`config.mk`:
```
export PLATFORM = sky130hd
export DESIGN_NAME = asg_multi_target_generator_flat
export DESIGN_NICKNAME = d
export VERILOG_FILES = /design/src/rtl/asg_multi_target_generator_if.sv /design/src/rtl/asg_multi_target_generator.sv /design/src/flat_wrapper.sv
export SDC_FILE = /design/constraint.sdc
export NUM_CORES = 1
export LEC_CHECK = 0
export BUFFER_PORTS_ARGS = -buffer_cell sky130_fd_sc_hd__buf_4
export CAP_MARGIN = 0
export CORE_UTILIZATION = 60
export DETAILED_ROUTE_END_ITERATION = 10
export GPL_TIMING_DRIVEN = 0
export PLACE_DENSITY_LB_ADDON = 0.05
export SYNTH_ARGS = -nofsm -noshare
export SYNTH_HDL_FRONTEND = slang
export SYNTH_SLANG_ARGS = --single-unit
```
`constraint.sdc`:
```
create_clock -name sys_clk -period 12.8 [get_ports sys_clk]
set_input_delay 2.56 -clock sys_clk [delete_from_list [all_inputs] [get_ports sys_clk]]
set_output_delay 2.56 -clock sys_clk [all_outputs]
set_load 0.02 [all_outputs]
```
`src/rtl/asg_multi_target_generator_if.sv`:
```
// asg_multi_target_generator_if: control, configuration and video bundle of the target generator
interface asg_multi_target_generator_if #(
   parameter int NUM_TGT = 8,
   parameter int POS_W   = 12,
   parameter int WID_W   = 4
);
   localparam int AW = NUM_TGT > 1 ? $clog2(NUM_TGT) : 1;
   logic             en;
   logic             mode;
   logic             trig;
   logic             usec;
   logic             cfg_we;
   logic [AW-1:0]    cfg_addr;
   logic [POS_W-1:0] cfg_pos;
   logic [WID_W-1:0] cfg_width;
   logic             gen_signal;
   logic             sweep_active;
   logic             sweep_done;
   modport master (
      output en, mode, trig, usec, cfg_we, cfg_addr, cfg_pos, cfg_width,
      input  gen_signal, sweep_active, sweep_done
   );
   modport slave (
      input  en, mode, trig, usec, cfg_we, cfg_addr, cfg_pos, cfg_width,
      output gen_signal, sweep_active, sweep_done
   );
endinterface

```
`src/rtl/asg_multi_target_generator.sv`:
```
// asg_multi_target_generator: NUM_TGT programmable fixed targets inside a USEC-stepped azimuth sweep,
// with a shadow table that only becomes active at sweep start
module asg_multi_target_generator #(
   parameter int SIZE    = 3200,
   parameter int NUM_TGT = 8,
   parameter int POS_W   = 12,
   parameter int WID_W   = 4
) (
   input logic                         sys_clk,
   input logic                         rst,
   asg_multi_target_generator_if.slave bus
);
   localparam logic [0:0] IDLE = 1'b0, RUN = 1'b1;
   logic [0:0]       state;
   logic [POS_W-1:0] cnt;
   logic             trig_q, trig_rise, last, load, gen, done;
   logic [POS_W-1:0] sh_pos [NUM_TGT];
   logic [POS_W-1:0] act_pos [NUM_TGT];
   logic [WID_W-1:0] sh_wid [NUM_TGT];
   logic [WID_W-1:0] act_wid [NUM_TGT];
   logic [NUM_TGT-1:0] hit;
   assign trig_rise = bus.trig & ~trig_q;
   assign last      = cnt == POS_W'(SIZE - 1);
   // active table reloads on every sweep start: trigger or continuous wrap
   assign load      = bus.en & (trig_rise | ((state == RUN) & bus.usec & last & bus.mode));
   assign bus.gen_signal   = gen;
   assign bus.sweep_done   = done;
   assign bus.sweep_active = state == RUN;
   // end compared one bit wider so pos+width never wraps
   for (genvar i = 0; i < NUM_TGT; i++) begin : g_hit
      assign hit[i] = (act_wid[i] != '0) && (cnt >= act_pos[i]) &&
                      ({1'b0, cnt} < ({1'b0, act_pos[i]} + (POS_W + 1)'(act_wid[i])));
   end
   always_ff @(posedge sys_clk or posedge rst)
      if (rst) begin
         state  <= IDLE;
         cnt    <= '0;
         trig_q <= 1'b0;
         gen    <= 1'b0;
         done   <= 1'b0;
      end else begin
         trig_q <= bus.trig;
         done   <= 1'b0;
         gen    <= bus.en & (state == RUN) & (|hit);
         if (!bus.en) begin
            state <= IDLE;
            cnt   <= '0;
         end else if (trig_rise) begin
            state <= RUN;
            cnt   <= '0;
         end else if (state == RUN && bus.usec) begin
            cnt <= last ? '0 : cnt + 1'b1;
            if (last) begin
               done  <= 1'b1;
               state <= bus.mode ? RUN : IDLE;
            end
         end
      end
   always_ff @(posedge sys_clk or posedge rst)
      if (rst) begin
         for (int k = 0; k < NUM_TGT; k++) begin
            sh_pos[k]  <= '0;
            sh_wid[k]  <= '0;
            act_pos[k] <= '0;
            act_wid[k] <= '0;
         end
      end else begin
         for (int k = 0; k < NUM_TGT; k++)
            if (load) begin
               act_pos[k] <= sh_pos[k];
               act_wid[k] <= sh_wid[k];
            end
         if (bus.cfg_we && int'(bus.cfg_addr) < NUM_TGT) begin
            sh_pos[bus.cfg_addr] <= bus.cfg_pos;
            sh_wid[bus.cfg_addr] <= bus.cfg_width;
         end
      end
endmodule
```
`src/flat_wrapper.sv`:
```
// flat-port wrapper written by rule: the top's interface ports become plain ports
module asg_multi_target_generator_flat 
#(
   parameter int SIZE    = 3200,
   parameter int NUM_TGT = 8,
   parameter int POS_W   = 12,
   parameter int WID_W   = 4
)
  (sys_clk, rst, bus_en, bus_mode, bus_trig, bus_usec, bus_cfg_we, bus_cfg_addr, bus_cfg_pos, bus_cfg_width, bus_gen_signal, bus_sweep_active, bus_sweep_done);
  asg_multi_target_generator_if #(.NUM_TGT(NUM_TGT), .POS_W(POS_W), .WID_W(WID_W)) bus_i ();
  input logic sys_clk;
  input logic rst;
  input wire logic [$bits(bus_i.en)-1:0] bus_en;
  input wire logic [$bits(bus_i.mode)-1:0] bus_mode;
  input wire logic [$bits(bus_i.trig)-1:0] bus_trig;
  input wire logic [$bits(bus_i.usec)-1:0] bus_usec;
  input wire logic [$bits(bus_i.cfg_we)-1:0] bus_cfg_we;
  input wire logic [$bits(bus_i.cfg_addr)-1:0] bus_cfg_addr;
  input wire logic [$bits(bus_i.cfg_pos)-1:0] bus_cfg_pos;
  input wire logic [$bits(bus_i.cfg_width)-1:0] bus_cfg_width;
  output wire logic [$bits(bus_i.gen_signal)-1:0] bus_gen_signal;
  output wire logic [$bits(bus_i.sweep_active)-1:0] bus_sweep_active;
  output wire logic [$bits(bus_i.sweep_done)-1:0] bus_sweep_done;
  assign bus_i.en = bus_en;
  assign bus_i.mode = bus_mode;
  assign bus_i.trig = bus_trig;
  assign bus_i.usec = bus_usec;
  assign bus_i.cfg_we = bus_cfg_we;
  assign bus_i.cfg_addr = bus_cfg_addr;
  assign bus_i.cfg_pos = bus_cfg_pos;
  assign bus_i.cfg_width = bus_cfg_width;
  assign bus_gen_signal = bus_i.gen_signal;
  assign bus_sweep_active = bus_i.sweep_active;
  assign bus_sweep_done = bus_i.sweep_done;
  asg_multi_target_generator #(.SIZE(SIZE), .NUM_TGT(NUM_TGT), .POS_W(POS_W), .WID_W(WID_W)) u_core (.sys_clk(sys_clk), .rst(rst), .bus(bus_i));
endmodule
```
==> results of run 1 <==
## power by group through the flow
stage	clock network [mW]	registers [mW]	logic, mW
after floorplan	0	1.24	0.962
after global placement	0	1.30	1.12
after detailed placement	0	1.31	1.17
after CTS	0.896	1.30	1.18
after global routing	0.928	1.33	1.34
final	0.881	1.30	1.17
## sequential cells by signal, summed over array words and instances, names as in the netlist
name and cells:
u_core.bus.gen_signal 1, u_core.act_wid 32, u_core.act_pos 96, u_core.sh_pos 96, u_core.cnt 12, u_core.trig_q 1
u_core.bus.sweep_done 1, u_core.sh_wid 32, u_core.bus.sweep_active 1
## layout make-up
type / count / area [um^2]
inverters: 125 / 477
repair buffers: 26 / 235
clock inverters: 10 / 164
flip-flops and latches: 272 / 6810
fillers: 2148 / 9100
well taps: 378 / 473
multi-input cells: 1033 / 9630
plain buffers: 27 / 211
clock buffers: 42 / 836
## final timing paths
check                                                     from                               to  depth (start not counted)
worst max-delay path            u_core.act_pos[60]$_DFFE_PP0P_  u_core.bus.gen_signal$_DFF_PP0_                         16
worst min-delay path              u_core.sh_pos[8]$_DFFE_PP0P_     u_core.sh_pos[8]$_DFFE_PP0P_                          1
worst max register to register  u_core.act_pos[60]$_DFFE_PP0P_  u_core.bus.gen_signal$_DFF_PP0_                         16
worst min register to register    u_core.sh_pos[8]$_DFFE_PP0P_     u_core.sh_pos[8]$_DFFE_PP0P_                          1
max in group asynchronous                                  rst       u_core.cnt[10]$_DFFE_PP0P_                          4
min in group asynchronous                                  rst    u_core.sh_pos[19]$_DFFE_PP0P_                          2
## cells by family after synthesis
| family | after synthesis | share of synthesized area, % |
|---|---|---|
| AO/OA/AOI/OAI | 200 | 7.42 |
| XOR/XNOR | 89 | 4.55 |
| adder cells (fa/ha/maj) | 225 | 16.8 |
| buffers and inverters | 152 | 3.98 |
| flip-flops | 272 | 39.8 |
| multiplexers | 256 | 19.5 |
| AND/OR/NAND/NOR | 263 | 8.00 |
## per-layer routing
metal | part of all wire, % | GRT usage [%]
met5 | 0.032 | 0
met4 | 2.6 | 7.73
met3 | 3.1 | 2.89
met2 | 46 | 47.8
met1 | 48 | 41.6
## critical path, stage by stage (launching register included)
cell and delay [ns]:
dfrtp_1 0.38, ha_1 0.17, inv_1 0.05, fa_1 0.39
nor2b_1 0.12, o21ai_0 0.11, a211oi_1 0.61, nand3_1 0.18
xnor2_1 0.16, ha_1 0.28, a2111oi_0 0.46, nand2_1 0.09
a31oi_1 0.13, o21ai_0 0.11, a221oi_1 0.48, a21oi_1 0.09
a41oi_1 0.33
## layout by cell type (no fill, tap or decap), types with 14 or more instances in the layout
cell type  instances
a211oi_1          19
a21o_1            21
a21oi_1           68
buf_4             24
buf_6             14
clkbuf_1          17
clkbuf_16         30
dfrtp_1          272
ha_1             217
inv_1            124
mux2_2           136
mux2_4           120
nand2_1           59
nand2b_1          16
nand3_1           19
nand4_1           25
nor2_1            56
nor2b_1           15
nor3_1            25
nor4_1            14
o21ai_0           39
xnor2_1           64
xor2_1            25
## metrics by stage
stage          total power, mW  area, um^2  cells  setup WS, ns  hold slack [ns]
3_3_place_gp              2.42       17800   1859        -0.123            0.479
5_1_grt                   3.60       18800   1913          8.15            0.509
3_5_place_dp              2.48       17800   1861          8.34            0.485
2_1_floorplan             2.20       17100   1457          2.74            0.475
4_1_cts                   3.37       18800   1913          8.43            0.498
6_report                  3.36       18800   1913          8.53            0.498
==> qor.yml, run 1 <==
vias: 11300
via_per_inst: 5.90
post_cts_buffers: 0
status: "completed"
numCtsBuffers: 30
grt_util_all_layers_pct: 29.2
finalSetupViolCount: 0
cts_tree: "done"
dr.first_iter.drc_count: 543
slew_headroom_pct: 6.30
seq_area_frac_synth_pct: 39.8
synthTopCellsByCount: "dfrtp_1 (272), ha_1 (217), mux2_2 (136), inv_1 (125), mux2_4 (120)"
ys_ff_latch: 272
netlist_instances: 1457
period_share_pct: 33.3
ir_worst_vdd_v: 0.000129
root_buffer: "clkbuf_16"
end_kind: "flip-flop"
routedWlPerCell_um: 21.2
clock-skew-final_ns: 0.0153
ios: 29
p_leak_nw: 9.27
fp-row-count: 61
ff2ff_setup_slack_ns: 8.53
min_path_type: "flip-flop to flip-flop"
grt_first_pass_wirelength_mm: 63.7
worst_slew_pin_slew_ns: 1.41
grt_pass1_vias: 11200
core_um2: 27900
worstSetupStartpointType: "flip-flop"
synth_edf_count: 0
initial_core_util_pct: 61.3
yosys-top-cells-area: "dfrtp_1 (40%), ha_1 (16%), mux2_4 (11%)"
pwr-share-comb_pct: 35.0
drv_slew: 0
clockBufferDepth: 3
grt.overflow.total: 0
worst-setup-path-type: "flip-flop to flip-flop"
fmax_ghz: 0.234
synth.top_cell.area_share_pct: 39.8
dp_hpwl_mm: 27.3
drc: 0
internal_power_mw: 2.24
utilization_pct: 67.4
cap_viol_max_count: 0
synth_area_um2: 17100
ctsHoldBuffers: 0
power.density_nw_per_um2: 178
die-area_um2: 29200
critPathArrivalTime_ns: 4.70
crit_fanout: 4
drt_pre_antenna_iters: 5
antenna_cells: 0
seqPwrFrac_pct: 38.8
cts_resized: 0
fin_nets: 1766
synth_top_area_cell: "dfrtp_1"
fin_crit_ns: 4.27
htree_levels: 1
ant_nets: 0
clockPowerShare_pct: 26.2
gp_congestion: 0.856
antenna_found_initial: 1
synth_nets: 1708
power_switching_share_pct: 33.2
port_buffers: 24
async_reset_ff_share_pct: 100
drive_gt1_share_pct: 23.2
clk_pin_slew_ns: 0.06
die_w_um: 171
synthFlopType: "dfrtp_1"
clk_latency_ns: 0.56
hold_viol: 0
cp.required_ns: 13.24
clock_sinks: 272
yosysMostFrequentCell: "dfrtp_1"
syn_to_final_growth_pct: 10.0
grt_setup_unrepaired: "no"
fp.dieH_um: 171
routed_wl_mm: 40.6
tns_ns: 0
yosysWarnings: 0
ys_types: 55
grt_max_degree: 114
avgSynthCellArea_um2: 11.7
power.switching_mw: 1.12
Power figures use the tool's default switching activity.
==> run 2: changes to the inputs <==
- CORE_UTILIZATION: 60 -> 58
- clock period: 12.8 -> 3.7 ns (I/O delays scaled with it)
==> qor.yml, run 2 (synthesized netlist as in run 1, its figures left out) <==
dr.first_iter.drc_count: 511
reg.largest.list: "u_core.act_pos x96, u_core.sh_pos x96"
via_per_inst: 5.86
grt_setup_unrepaired: "yes"
mostFrequentLayoutCells: "dfrtp_1 (272), ha_1 (216), mux2_2 (136)"
mostFrequentLayoutCell: "dfrtp_1"
gp_congestion: 0.871
p_leak_nw: 9.38
dp_hpwl_mm: 27.8
worst_slew_pin_slew_ns: 1.39
ir_worst_vdd_v: 0.000404
routedWlPerCell_um: 21.1
cts_tree: "done"
grt_first_pass_wirelength_mm: 64.3
worst-setup-path-type: "flip-flop to flip-flop"
worstPathCellList: "ha_2 -> inv_2 -> fa_2 -> nor2b_2 -> o21ai_2 -> a211oi_2 -> nand3_1 -> xnor2_1 -> ha_1 -> a2111oi_4 -> nand2_1 -> a31oi_1 -> o21ai_1 -> a221oi_2 -> a21oi_2 -> a41oi_2"
fin_nets: 1776
initial_core_util_pct: 59.3
crit_fanout: 2
stdcell_area_um2: 19100
grt_max_degree: 44
finalSetupViolCount: 0
root_buffer: "clkbuf_16"
antenna_cells: 0
cap_viol_max_count: 0
drt_pre_antenna_iters: 5
drc: 0
fp-row-count: 62
grt.overflow.total: 0
slew_headroom_pct: 7.09
reg2reg_from: "u_core.act_wid[20]$_DFFE_PP0P_"
clockBufferDepth: 3
clk_pin_slew_ns: 0.06
clock-skew-final_ns: 0.00907
htree_levels: 1
vias: 11300
grt_pass1_vias: 11400
grt_util_all_layers_pct: 27.7
die_w_um: 174
critPathArrivalTime_ns: 4.13
cpPeakStageDelay_ns: 0.45
fill_cells: 2264
period_share_pct: 99.5
ant_nets: 0
end_kind: "flip-flop"
fmax_ghz: 0.272
drv_slew: 0
cp.required_ns: 4.15
clk_latency_ns: 0.55
numCtsBuffers: 30
core_um2: 28900
routed_wl_mm: 40.7
seq_area_um2: 6810
status: "completed"
fin_crit_ns: 3.68
port_buffers: 24
fp.dieH_um: 174
min_path_type: "input pin to async pin"
syn_to_final_growth_pct: 11.5
antenna_found_initial: 0
finalPower_mw: 11.8
dpl_cell_area_um2: 17900
crit_start: "u_core.act_wid[20]$_DFFE_PP0P_"
worstSetupStartpointType: "flip-flop"
drive_gt1_share_pct: 25.0
die-area_um2: 30200
multi_input_area_um2: 9700
ios: 29
clock_sinks: 272
crit_slowest_cell: "a221oi_2"
hold_viol: 0
power.density_nw_per_um2: 616
-- run 2: cell types whose count changed in the layout (fill, tap and decap cells not counted), moves of 3 or more --
cell | previous run | this run
buf_4 | 24 | 29
a21oi_1 | 68 | 64
clkinv_2 | 4 | 7
o21ai_0 | 39 | 36
clkbuf_1 | 17 | 13
a21oi_2 | 0 | 4
buf_12 | 0 | 7
a2111oi_0 | 7 | 4
-- run 2: where the power goes --
group / switching, mW / internal (mW)
combinational: 1.94 / 2.19
clock: 1.21 / 1.92
sequential: 0.725 / 3.77
-- run 2: worst paths after layout --
check	endpoint	slack [ns]	depth (start not counted)
worst max-delay path	u_core.bus.gen_signal$_DFF_PP0_	0.02	16
worst min-delay path	u_core.sh_pos[20]$_DFFE_PP0P_	0.23	2
worst max register to register	u_core.bus.gen_signal$_DFF_PP0_	0.02	16
worst min register to register	u_core.act_wid[6]$_DFFE_PP0P_	0.49	1
max in group asynchronous	u_core.bus.sweep_active$_DFFE_PP0P_	2.41	5
min in group sys_clk	u_core.trig_q$_DFF_PP0_	0.31	1
-- run 2: repair_timing --
action | 4_1_cts | 5_1_grt
endpoints found under the setup margin | 1 | 1
gates resized for setup | 9 | 13
pin swaps | 6 | 4
setup buffers | 5 | 0
hold buffers | 0 | 0
-- run 2: area by class of cell --
type | instances | share of cell area, %
plain buffers | 27 | 1.11
clock buffers | 42 | 4.60
clock inverters | 13 | 0.898
inverters | 125 | 2.48
multi-input cells | 1033 | 50.8
flip-flops and latches | 272 | 35.7
well taps | 384 | 2.52
repair buffers | 36 | 1.88
-- run 2: critical path, delay by kind of cell, from the launching register on --
kind / cells / cell delay (ns)
flops: 1 / 0.37
fa+ha+maj: 3 / 0.87
xor+xnor: 1 / 0.16
simple gates: 3 / 0.38
buf+inv: 1 / 0.04
compound gates: 8 / 1.77
-- run 2: layer usage --
| layer | routed length, um | GRT usage (%) | vias to the layer above |
|---|---|---|---|
| met4 | 1290 | 8.52 | 0 |
| met3 | 1220 | 2.92 | 64 |
| met5 | 0 | 0 | - |
| met1 | 19300 | 39.0 | 5720 |
| li1 | - | - | 5383 |
| met2 | 18900 | 45.2 | 158 |
-- run 2: metrics by stage --
step	setup TNS (ns)	setup slack, ns	std cells	util (%)	hold WS, ns
after floorplan	-172.83	-0.635	1457	-	0.475
after global placement	-591.85	-2.21	1865	61.6	0.481
after detailed placement	-0.833	-0.833	1872	62.1	0.487
after CTS	0	0.00670	1932	66.0	0.219
after global routing	-0.125	-0.125	1932	66.1	0.253
final	0	0.0187	1932	66.1	0.228
